### config.mk
export PLATFORM = sky130hd
export DESIGN_NAME = dmem_port_arbiter_flat
export DESIGN_NICKNAME = d
export VERILOG_FILES = /design/src/rtl/dmem_port_arbiter_if.sv /design/src/rtl/dmem_port_arbiter.sv /design/src/flat_wrapper.sv
export SDC_FILE = /design/constraint.sdc
export NUM_CORES = 1
export LEC_CHECK = 0
export CAP_MARGIN = 40
export CORE_AREA = 2 2 122 124
export CTS_BUF_LIST = sky130_fd_sc_hd__clkbuf_8
export DETAILED_ROUTE_END_ITERATION = 10
export DIE_AREA = 0 0 124 126
export SETUP_SLACK_MARGIN = 0.05
export SLEW_MARGIN = 20
export SYNTH_ARGS = -nofsm -noshare
export SYNTH_HDL_FRONTEND = slang
export SYNTH_SLANG_ARGS = --single-unit
### constraint.sdc
create_clock -name clk -period 1.43 [get_ports clk]
set_input_delay 0.286 -clock clk [delete_from_list [all_inputs] [get_ports clk]]
set_output_delay 0.286 -clock clk [all_outputs]
set_load 0.005 [all_outputs]
### src/rtl/dmem_port_arbiter_if.sv
// rtl/dmem_port_arbiter_if.sv - bundle of core, DMA and memory-side signals for dmem_port_arbiter
//
// Purpose: groups the two requester ports, the shared memory port and the
// optional performance counters.
// Modports:
//   slave  - arbiter side: takes requests and mem_rdata, drives grants,
//            responses and the mem_* port
//   master - requester/memory side, the mirror of slave
// Optional: DMEM_ARB_PERF_EN adds perf_core_grants/perf_dma_grants/perf_conflicts.
interface dmem_port_arbiter_if;
  logic        core_req;
  logic        core_we;
  logic [3:0]  core_be;
  logic [31:0] core_addr;
  logic [31:0] core_wdata;
  logic        core_gnt;
  logic        core_rvalid;
  logic [31:0] core_rdata;

  logic        dma_req;
  logic        dma_we;
  logic [3:0]  dma_be;
  logic [31:0] dma_addr;
  logic [31:0] dma_wdata;
  logic        dma_gnt;
  logic        dma_rvalid;
  logic [31:0] dma_rdata;

  logic        mem_en;
  logic        mem_we;
  logic [3:0]  mem_be;
  logic [31:0] mem_addr;
  logic [31:0] mem_wdata;
  logic [31:0] mem_rdata;

`ifdef DMEM_ARB_PERF_EN
  logic [31:0] perf_core_grants;
  logic [31:0] perf_dma_grants;
  logic [31:0] perf_conflicts;

  modport slave (
    input  core_req, core_we, core_be, core_addr, core_wdata,
    input  dma_req, dma_we, dma_be, dma_addr, dma_wdata,
    input  mem_rdata,
    output core_gnt, core_rvalid, core_rdata,
    output dma_gnt, dma_rvalid, dma_rdata,
    output mem_en, mem_we, mem_be, mem_addr, mem_wdata,
    output perf_core_grants, perf_dma_grants, perf_conflicts
  );

  modport master (
    output core_req, core_we, core_be, core_addr, core_wdata,
    output dma_req, dma_we, dma_be, dma_addr, dma_wdata,
    output mem_rdata,
    input  core_gnt, core_rvalid, core_rdata,
    input  dma_gnt, dma_rvalid, dma_rdata,
    input  mem_en, mem_we, mem_be, mem_addr, mem_wdata,
    input  perf_core_grants, perf_dma_grants, perf_conflicts
  );
`else
  modport slave (
    input  core_req, core_we, core_be, core_addr, core_wdata,
    input  dma_req, dma_we, dma_be, dma_addr, dma_wdata,
    input  mem_rdata,
    output core_gnt, core_rvalid, core_rdata,
    output dma_gnt, dma_rvalid, dma_rdata,
    output mem_en, mem_we, mem_be, mem_addr, mem_wdata
  );

  modport master (
    output core_req, core_we, core_be, core_addr, core_wdata,
    output dma_req, dma_we, dma_be, dma_addr, dma_wdata,
    output mem_rdata,
    input  core_gnt, core_rvalid, core_rdata,
    input  dma_gnt, dma_rvalid, dma_rdata,
    input  mem_en, mem_we, mem_be, mem_addr, mem_wdata
  );
`endif
endinterface

### src/rtl/dmem_port_arbiter.sv
// rtl/dmem_port_arbiter.sv - two-requester data-memory port arbiter with starvation-bounded DMA priority
//
// Purpose: shares one data-memory port between the core MEM stage (requester 0)
// and a DMA/debug master (requester 1). The core wins by default; a DMA request
// denied for MAX_WAIT consecutive cycles gets up to DMA_BURST forced grants.
// Read data (1-cycle latency) is steered back to the requester that issued it.
// Ports:
//   clk   - clock
//   reset - asynchronous, active-high reset
//   bus   - dmem_port_arbiter_if.slave: core_*/dma_* request and response
//           fields, mem_* shared memory port
// Optional: DMEM_ARB_PERF_EN adds wrapping grant/conflict counters.
module dmem_port_arbiter #(
  parameter int MAX_WAIT  = 4,
  parameter int DMA_BURST = 2
) (
  input  logic                  clk,
  input  logic                  reset,
  dmem_port_arbiter_if.slave    bus
);

  localparam logic [3:0] WAIT_MAX   = 4'(MAX_WAIT);
  localparam logic [3:0] WAIT_LAST  = 4'(MAX_WAIT - 1);
  localparam logic [3:0] BURST_LAST = 4'(DMA_BURST - 1);

  typedef enum logic {
    PRI_CORE = 1'b0,
    PRI_DMA  = 1'b1
  } state_e;

  state_e      state_q, state_d;
  logic [3:0]  wait_q, wait_d;
  logic [3:0]  burst_q, burst_d;
  logic        resp_valid_q, resp_valid_d;
  logic        resp_owner_q, resp_owner_d;  // 0 = core, 1 = DMA

  logic        core_gnt;
  logic        dma_gnt;
  logic        dma_denied;

  // Grant selection and memory port mux
  always_comb begin
    core_gnt = 1'b0;
    dma_gnt  = 1'b0;
    if (state_q == PRI_CORE) begin
      core_gnt = bus.core_req;
      dma_gnt  = bus.dma_req & ~bus.core_req;
    end else begin
      dma_gnt  = bus.dma_req;
      core_gnt = bus.core_req & ~bus.dma_req;
    end
  end

  always_comb begin
    bus.mem_en    = 1'b0;
    bus.mem_we    = 1'b0;
    bus.mem_be    = 4'b0;
    bus.mem_addr  = 32'b0;
    bus.mem_wdata = 32'b0;
    if (core_gnt) begin
      bus.mem_en    = 1'b1;
      bus.mem_we    = bus.core_we;
      bus.mem_be    = bus.core_be;
      bus.mem_addr  = bus.core_addr;
      bus.mem_wdata = bus.core_wdata;
    end else if (dma_gnt) begin
      bus.mem_en    = 1'b1;
      bus.mem_we    = bus.dma_we;
      bus.mem_be    = bus.dma_be;
      bus.mem_addr  = bus.dma_addr;
      bus.mem_wdata = bus.dma_wdata;
    end
  end

  assign bus.core_gnt = core_gnt;
  assign bus.dma_gnt  = dma_gnt;
  assign dma_denied   = bus.dma_req & ~dma_gnt;

  // Next-state: priority FSM, starvation and burst counters, response tracking
  always_comb begin
    state_d      = state_q;
    burst_d      = burst_q;
    wait_d       = 4'd0;
    resp_valid_d = bus.mem_en & ~bus.mem_we;
    resp_owner_d = dma_gnt;

    if (dma_denied) begin
      wait_d = (wait_q >= WAIT_MAX) ? WAIT_MAX : wait_q + 4'd1;
    end

    case (state_q)
      PRI_CORE: begin
        // Held at zero so the burst count starts fresh on entry to PRI_DMA
        burst_d = 4'd0;
        if (dma_denied && (wait_q == WAIT_LAST)) begin
          state_d = PRI_DMA;
        end
      end
      PRI_DMA: begin
        if (!bus.dma_req || (burst_q == BURST_LAST)) begin
          // DMA went away, or this cycle's grant completes the burst
          state_d = PRI_CORE;
          burst_d = 4'd0;
        end else begin
          burst_d = burst_q + 4'd1;
        end
      end
      default: begin
        state_d = PRI_CORE;
        burst_d = 4'd0;
      end
    endcase
  end

  always_ff @(posedge clk or posedge reset) begin
    if (reset) begin
      state_q      <= PRI_CORE;
      wait_q       <= 4'd0;
      burst_q      <= 4'd0;
      resp_valid_q <= 1'b0;
      resp_owner_q <= 1'b0;
    end else begin
      state_q      <= state_d;
      wait_q       <= wait_d;
      burst_q      <= burst_d;
      resp_valid_q <= resp_valid_d;
      resp_owner_q <= resp_owner_d;
    end
  end

  // Response steering: only the owner sees data, the other side reads zero
  assign bus.core_rvalid = resp_valid_q & ~resp_owner_q;
  assign bus.dma_rvalid  = resp_valid_q &  resp_owner_q;
  assign bus.core_rdata  = bus.core_rvalid ? bus.mem_rdata : 32'b0;
  assign bus.dma_rdata   = bus.dma_rvalid  ? bus.mem_rdata : 32'b0;

`ifdef DMEM_ARB_PERF_EN
  logic [31:0] perf_core_q, perf_dma_q, perf_conf_q;

  always_ff @(posedge clk or posedge reset) begin
    if (reset) begin
      perf_core_q <= 32'd0;
      perf_dma_q  <= 32'd0;
      perf_conf_q <= 32'd0;
    end else begin
      perf_core_q <= perf_core_q + {31'd0, core_gnt};
      perf_dma_q  <= perf_dma_q  + {31'd0, dma_gnt};
      perf_conf_q <= perf_conf_q + {31'd0, bus.core_req & bus.dma_req};
    end
  end

  assign bus.perf_core_grants = perf_core_q;
  assign bus.perf_dma_grants  = perf_dma_q;
  assign bus.perf_conflicts   = perf_conf_q;
`endif

endmodule

### src/flat_wrapper.sv
// flat-port wrapper written by rule: the top's interface ports become plain ports
module dmem_port_arbiter_flat 
#(
  parameter int MAX_WAIT  = 4,
  parameter int DMA_BURST = 2
)
  (clk, reset, bus_core_req, bus_core_we, bus_core_be, bus_core_addr, bus_core_wdata, bus_dma_req, bus_dma_we, bus_dma_be, bus_dma_addr, bus_dma_wdata, bus_mem_rdata, bus_core_gnt, bus_core_rvalid, bus_core_rdata, bus_dma_gnt, bus_dma_rvalid, bus_dma_rdata, bus_mem_en, bus_mem_we, bus_mem_be, bus_mem_addr, bus_mem_wdata);
  dmem_port_arbiter_if bus_i ();
  input  logic clk;
  input  logic reset;
  input wire logic [$bits(bus_i.core_req)-1:0] bus_core_req;
  input wire logic [$bits(bus_i.core_we)-1:0] bus_core_we;
  input wire logic [$bits(bus_i.core_be)-1:0] bus_core_be;
  input wire logic [$bits(bus_i.core_addr)-1:0] bus_core_addr;
  input wire logic [$bits(bus_i.core_wdata)-1:0] bus_core_wdata;
  input wire logic [$bits(bus_i.dma_req)-1:0] bus_dma_req;
  input wire logic [$bits(bus_i.dma_we)-1:0] bus_dma_we;
  input wire logic [$bits(bus_i.dma_be)-1:0] bus_dma_be;
  input wire logic [$bits(bus_i.dma_addr)-1:0] bus_dma_addr;
  input wire logic [$bits(bus_i.dma_wdata)-1:0] bus_dma_wdata;
  input wire logic [$bits(bus_i.mem_rdata)-1:0] bus_mem_rdata;
  output wire logic [$bits(bus_i.core_gnt)-1:0] bus_core_gnt;
  output wire logic [$bits(bus_i.core_rvalid)-1:0] bus_core_rvalid;
  output wire logic [$bits(bus_i.core_rdata)-1:0] bus_core_rdata;
  output wire logic [$bits(bus_i.dma_gnt)-1:0] bus_dma_gnt;
  output wire logic [$bits(bus_i.dma_rvalid)-1:0] bus_dma_rvalid;
  output wire logic [$bits(bus_i.dma_rdata)-1:0] bus_dma_rdata;
  output wire logic [$bits(bus_i.mem_en)-1:0] bus_mem_en;
  output wire logic [$bits(bus_i.mem_we)-1:0] bus_mem_we;
  output wire logic [$bits(bus_i.mem_be)-1:0] bus_mem_be;
  output wire logic [$bits(bus_i.mem_addr)-1:0] bus_mem_addr;
  output wire logic [$bits(bus_i.mem_wdata)-1:0] bus_mem_wdata;
  assign bus_i.core_req = bus_core_req;
  assign bus_i.core_we = bus_core_we;
  assign bus_i.core_be = bus_core_be;
  assign bus_i.core_addr = bus_core_addr;
  assign bus_i.core_wdata = bus_core_wdata;
  assign bus_i.dma_req = bus_dma_req;
  assign bus_i.dma_we = bus_dma_we;
  assign bus_i.dma_be = bus_dma_be;
  assign bus_i.dma_addr = bus_dma_addr;
  assign bus_i.dma_wdata = bus_dma_wdata;
  assign bus_i.mem_rdata = bus_mem_rdata;
  assign bus_core_gnt = bus_i.core_gnt;
  assign bus_core_rvalid = bus_i.core_rvalid;
  assign bus_core_rdata = bus_i.core_rdata;
  assign bus_dma_gnt = bus_i.dma_gnt;
  assign bus_dma_rvalid = bus_i.dma_rvalid;
  assign bus_dma_rdata = bus_i.dma_rdata;
  assign bus_mem_en = bus_i.mem_en;
  assign bus_mem_we = bus_i.mem_we;
  assign bus_mem_be = bus_i.mem_be;
  assign bus_mem_addr = bus_i.mem_addr;
  assign bus_mem_wdata = bus_i.mem_wdata;
  dmem_port_arbiter #(.MAX_WAIT(MAX_WAIT), .DMA_BURST(DMA_BURST)) u_core (.clk(clk), .reset(reset), .bus(bus_i));
endmodule
=== After elaboration in Yosys (flattened, before gate mapping) ===
Index checks and enable logic that the tools add are counted.

* Add/sub/neg operators: 2
* $mul: 0
* Divide/modulo/power cells: 0
* $lt $le $gt $ge: 1
* Equality and inequality tests: 2
* Shifts and indexed selects: 0
* Multiplexer cells: 21
* Bitwise operators: 12
* Reduce and logical (&&, ||, !) cells: 3

{| class="wikitable"
|+ Operators with widths
! cell !! count
|-
| 32-bit 2-to-1 mux || 6
|-
| 4-bit 2-to-1 mux || 5
|-
| 4-bit by 1-bit adder with 4-bit output, second input constant || 2
|-
| 1-bit 2-to-1 mux || 8
|-
| 4-bit one-hot mux with 2 select lines || 1
|-
| 1-bit AND || 6
|-
| 1-bit NOT || 6
|-
| 4-bit by 1-bit == test with 1-bit output, second input constant || 1
|-
| 4-bit by 2-bit == test with 1-bit output, second input constant || 1
|-
| 4-bit by 3-bit >= comparator with 1-bit output, second input constant || 1
|-
| 1-bit one-hot mux with 2 select lines || 1
|-
| 1-bit logical AND || 1
|-
| 1-bit zero test || 1
|-
| 1-bit logical OR || 1
|}

* Register bits: 11
* Latch bits: 0
* Bits in writable memories: 0
* ROM bits: 0
* Input port bits: 174
* Memories: 0

=== Longest topological paths before layout ===
* Depth in word-level cells: 8
* Gate-level depth with buffers: 5

=== Worst setup path after synthesis ===
Ideal clock, no wire load.

* Kind: register to output
* From: register u_core.state_q
* To: output port bus_mem_addr[0]
* Data arrival time: 1.083 ns
* Slack: 0.061 ns
* Stages on the path, launching flop included: 5
* Buffers on the path: 2
* Cell sequence: dfrtp_1 > nand2b_1 > buf_6 > buf_6 > a32o_2

* Word-level cells in the longest chain between the ends: 3

{| class="wikitable"
|+ Ends and longest elaborated chain
! item !! line !! RTL
|-
| start: declaration || dmem_port_arbiter.sv:31 || <nowiki>state_e state_q, state_d;</nowiki>
|-
| start signal: assignment || dmem_port_arbiter.sv:123 || <nowiki>state_q <= state_d;</nowiki>
|-
| 1-bit 2-to-1 mux || dmem_port_arbiter.sv:45 || <nowiki>if (state_q == PRI_CORE) begin</nowiki>
|-
| 32-bit 2-to-1 mux || dmem_port_arbiter.sv:66 || <nowiki>end else if (dma_gnt) begin</nowiki>
|-
| 32-bit 2-to-1 mux (*) || dmem_port_arbiter.sv:60 || <nowiki>if (core_gnt) begin</nowiki>
|-
| end: declaration || flat_wrapper.sv:31 || <nowiki>output wire logic [$bits(bus_i.mem_addr)-1:0] bus_mem_addr;</nowiki>
|}

Mark *: on every way between the ends. The rest lies on a longest branch, timed or not.

=== Worst setup path in the final report ===
* From: register u_core.state_q
* To: output port bus_mem_addr[17]

The elaborated chain is that of the path after synthesis.

==> flow_metrics.py <==
metrics = {
    "clock_tree": {
        "clock_path_buffers": 2,
        "cts_tree": "built",
        "cts_buffers": 3,
        "cts_sinks": 11,
        "ctsHtreeMaxLevel": 1,
        "cts-root-buf": "clkbuf_8",
        "worstSkewPairLatency_ps": 240,
        "path_clk_slew_ps": 50,
    },
    "critical_path": {
        "crit_arrival_ps": 1580,
        "cp_data_required_time_ps": 1140,
        "cp_max_fo": 29,
        "cp-start-kind": "flop",
        "critical_path_class": "reg2out",
        "end_kind": "primary output",
        "rrSetupSlack_ps": 80,
    },
    "timing": {
        "setup_ws_ps": -439,
        "fmax_ghz": 0.535,
        "hold_viol_final": 0,
        "finalCritPeriodShare_pct": 131,
        "setup_viol": 137,
        "drv_slew": 0,
        "min_period_ps": 1870,
        "skew_ps": 6.81,
        "whs_ps": 351,
        "rsz0062_at_grt": "true",
    },
    "logic_synthesis": {
        "synth_commonest_cells": "a32o_1 (60), and2_1 (34), and3_1 (32), clkbuf_1 (14), dfrtp_1 (11)",
        "async_reset_ff_share_pct": 100,
        "synth_edf_count": 0,
        "synth_ff_type": "dfrtp_1",
        "syn_area_um2": 1830,
        "synth_area_leaders": "a32o_1 (33%), dfrtp_1 (15%), and2_1 (12%)",
        "avgSynthCellArea_um2": 8.75,
        "yosysMostFrequentCell": "a32o_1",
        "ys_types": 28,
        "synth_area_leader_cell": "a32o_1",
        "yosys_warnings": 0,
        "synthesis.nets": 386,
        "syn_inst": 209,
        "yosys_register_bits": 11,
        "synthDominantCellAreaShare_pct": 32.8,
        "yosysSeqAreaShare_pct": 15.0,
    },
    "die": {
        "chipWidth_um": 124,
        "rows": 44,
        "die_area_um2": 15600,
        "ios": 312,
        "floorplan.initialDensity_pct": 12.8,
        "die_y_um": 126,
        "core_area_um2": 14300,
    },
    "pwr": {
        "power_w": 0.00243,
        "power_density_nw_per_um2": 404,
        "max-vdd-ir-drop_v": 0.000178,
        "leakage_nw": 2.85,
    },
    "global_route": {
        "grt_max_degree": 34,
        "antenna_found_initial": 0,
        "grt_pass1_wl_mm": 20.0,
        "grt_pass1_vias": 3350,
        "globalRouteTotalUtil_pct": 17.1,
        "grt_overflow": 0,
    },
    "cells_and_area": {
        "diodes": 0,
        "drive_gt1_share_pct": 51.7,
        "fin_nets": 741,
        "final_util_pct": 42.1,
        "nFillCells": 1417,
        "syn_to_final_growth_pct": 229,
        "final_cell_count_no_fill": 747,
    },
    "outcome": {
        "outcome": "finished with violations",
        "violations": "setup timing",
    },
    "placement": {
        "io_buffer_count": 311,
        "dp_hpwl_mm": 11.1,
        "gp_congestion": 0.873,
        "placedCellCount": 688,
        "dp_slack_ps": -971,
    },
    "route": {
        "first_iter_violations": 104,
        "wl_per_cell_um": 20.8,
        "drt_wl_total_mm": 15.5,
        "dr_total_vias": 3438,
        "drt_pass1_iterations": 4,
        "drc": 0,
        "ant_nets": 0,
        "drt-vias-per-instance": 4.60,
    },
    "min_path": {
        "min_path_type": "in2async",
    },
    "flow_run": {
        "drv_cap": 0,
    },
}
## cell families after synthesis
logic type,Yosys count,share of synthesized area (%)
buf+inv,37,13.1
compound gates,72,39.9
fa+ha+maj,3,2.05
mux,1,0.547
simple gates,83,28.6
flops,11,15.0
xor+xnor,1,0.479
other cells,1,0.205
## per-layer routing
layer	track usage [%]	wire [um]
met4	1.12	80
met3	5.25	1720
met2	31.5	7890
met1	19.9	5830
met5	0	0
## per-stage QoR
stage / TNS, ps / area, um2
6_report: -42410 / 6020
5_1_grt: -48960 / 6020
4_1_cts: -46390 / 5460
3_5_place_dp: -76740 / 5160
3_3_place_gp: -74230 / 5160
2_1_floorplan: 0 / 1830
## where the power goes
part	internal [W]	switching [W]	leakage, nW
clock	0.000192	0.000122	0.0255
sequential	0.000320	0.0000103	0.144
combinational	0.00118	0.000602	2.68
## timing repair
| item | in CTS | in global routing |
|---|---|---|
| buffers inserted | 21 | 21 |
| gates resized for setup | 513 | 163 |
| pin swaps | 39 | 34 |
| endpoints found under the hold margin | 0 | 0 |
| endpoints found under the setup margin | 138 | 139 |
| gates cloned | 10 | 8 |
| hold buffers | 0 | 0 |
## state kept, by name, summed over array words and instances, names as in the netlist
name / count
u_core.resp_valid_q: 1
u_core.resp_owner_q: 1
u_core.wait_q: 4
u_core.burst_q: 4
u_core.state_q: 1
## worst max-delay path, cell delays in order, from the launching register on
cell      delay (ps)
dfrtp_2          440
nand2b_4         250
buf_12           200
a32o_2           300
buf_12           130
## cell usage in the layout (no fill, tap or decap), drive strengths merged, types with 2 or more instances in the layout
cell type      count
buf              182
clkdlybuf4s50    171
a32o              70
and2              34
and3              32
clkbuf            27
dfrtp             11
dlymetal6s2s       5
inv                4
nor3               4
ha                 3
nand3b             2
nand3              2
## final timing paths
check | depth (start not counted) | from | endpoint
max | 4 | u_core.state_q | bus_mem_addr[17]
max in group asynchronous | 2 | reset | u_core.resp_owner_q
min in group clk | 1 | u_core.wait_q[0] | u_core.wait_q[0]
min | 2 | reset | u_core.wait_q[2]
max reg2reg | 6 | u_core.state_q | u_core.resp_valid_q
min reg2reg | 1 | u_core.wait_q[0] | u_core.wait_q[0]
## cell type report
type / count / area, um2 / area share, %
inverter: 4 / 15.0 / 0.249
timing repair buffer: 383 / 3920 / 65.2
sequential: 11 / 279 / 4.64
multi-input combinational: 161 / 1530 / 25.3
tap: 184 / 230 / 3.82
clock inverter: 1 / 5.00 / 0.0831
clock buffer: 3 / 41.3 / 0.686
No activity file was read; power rests on OpenSTA's default activity.
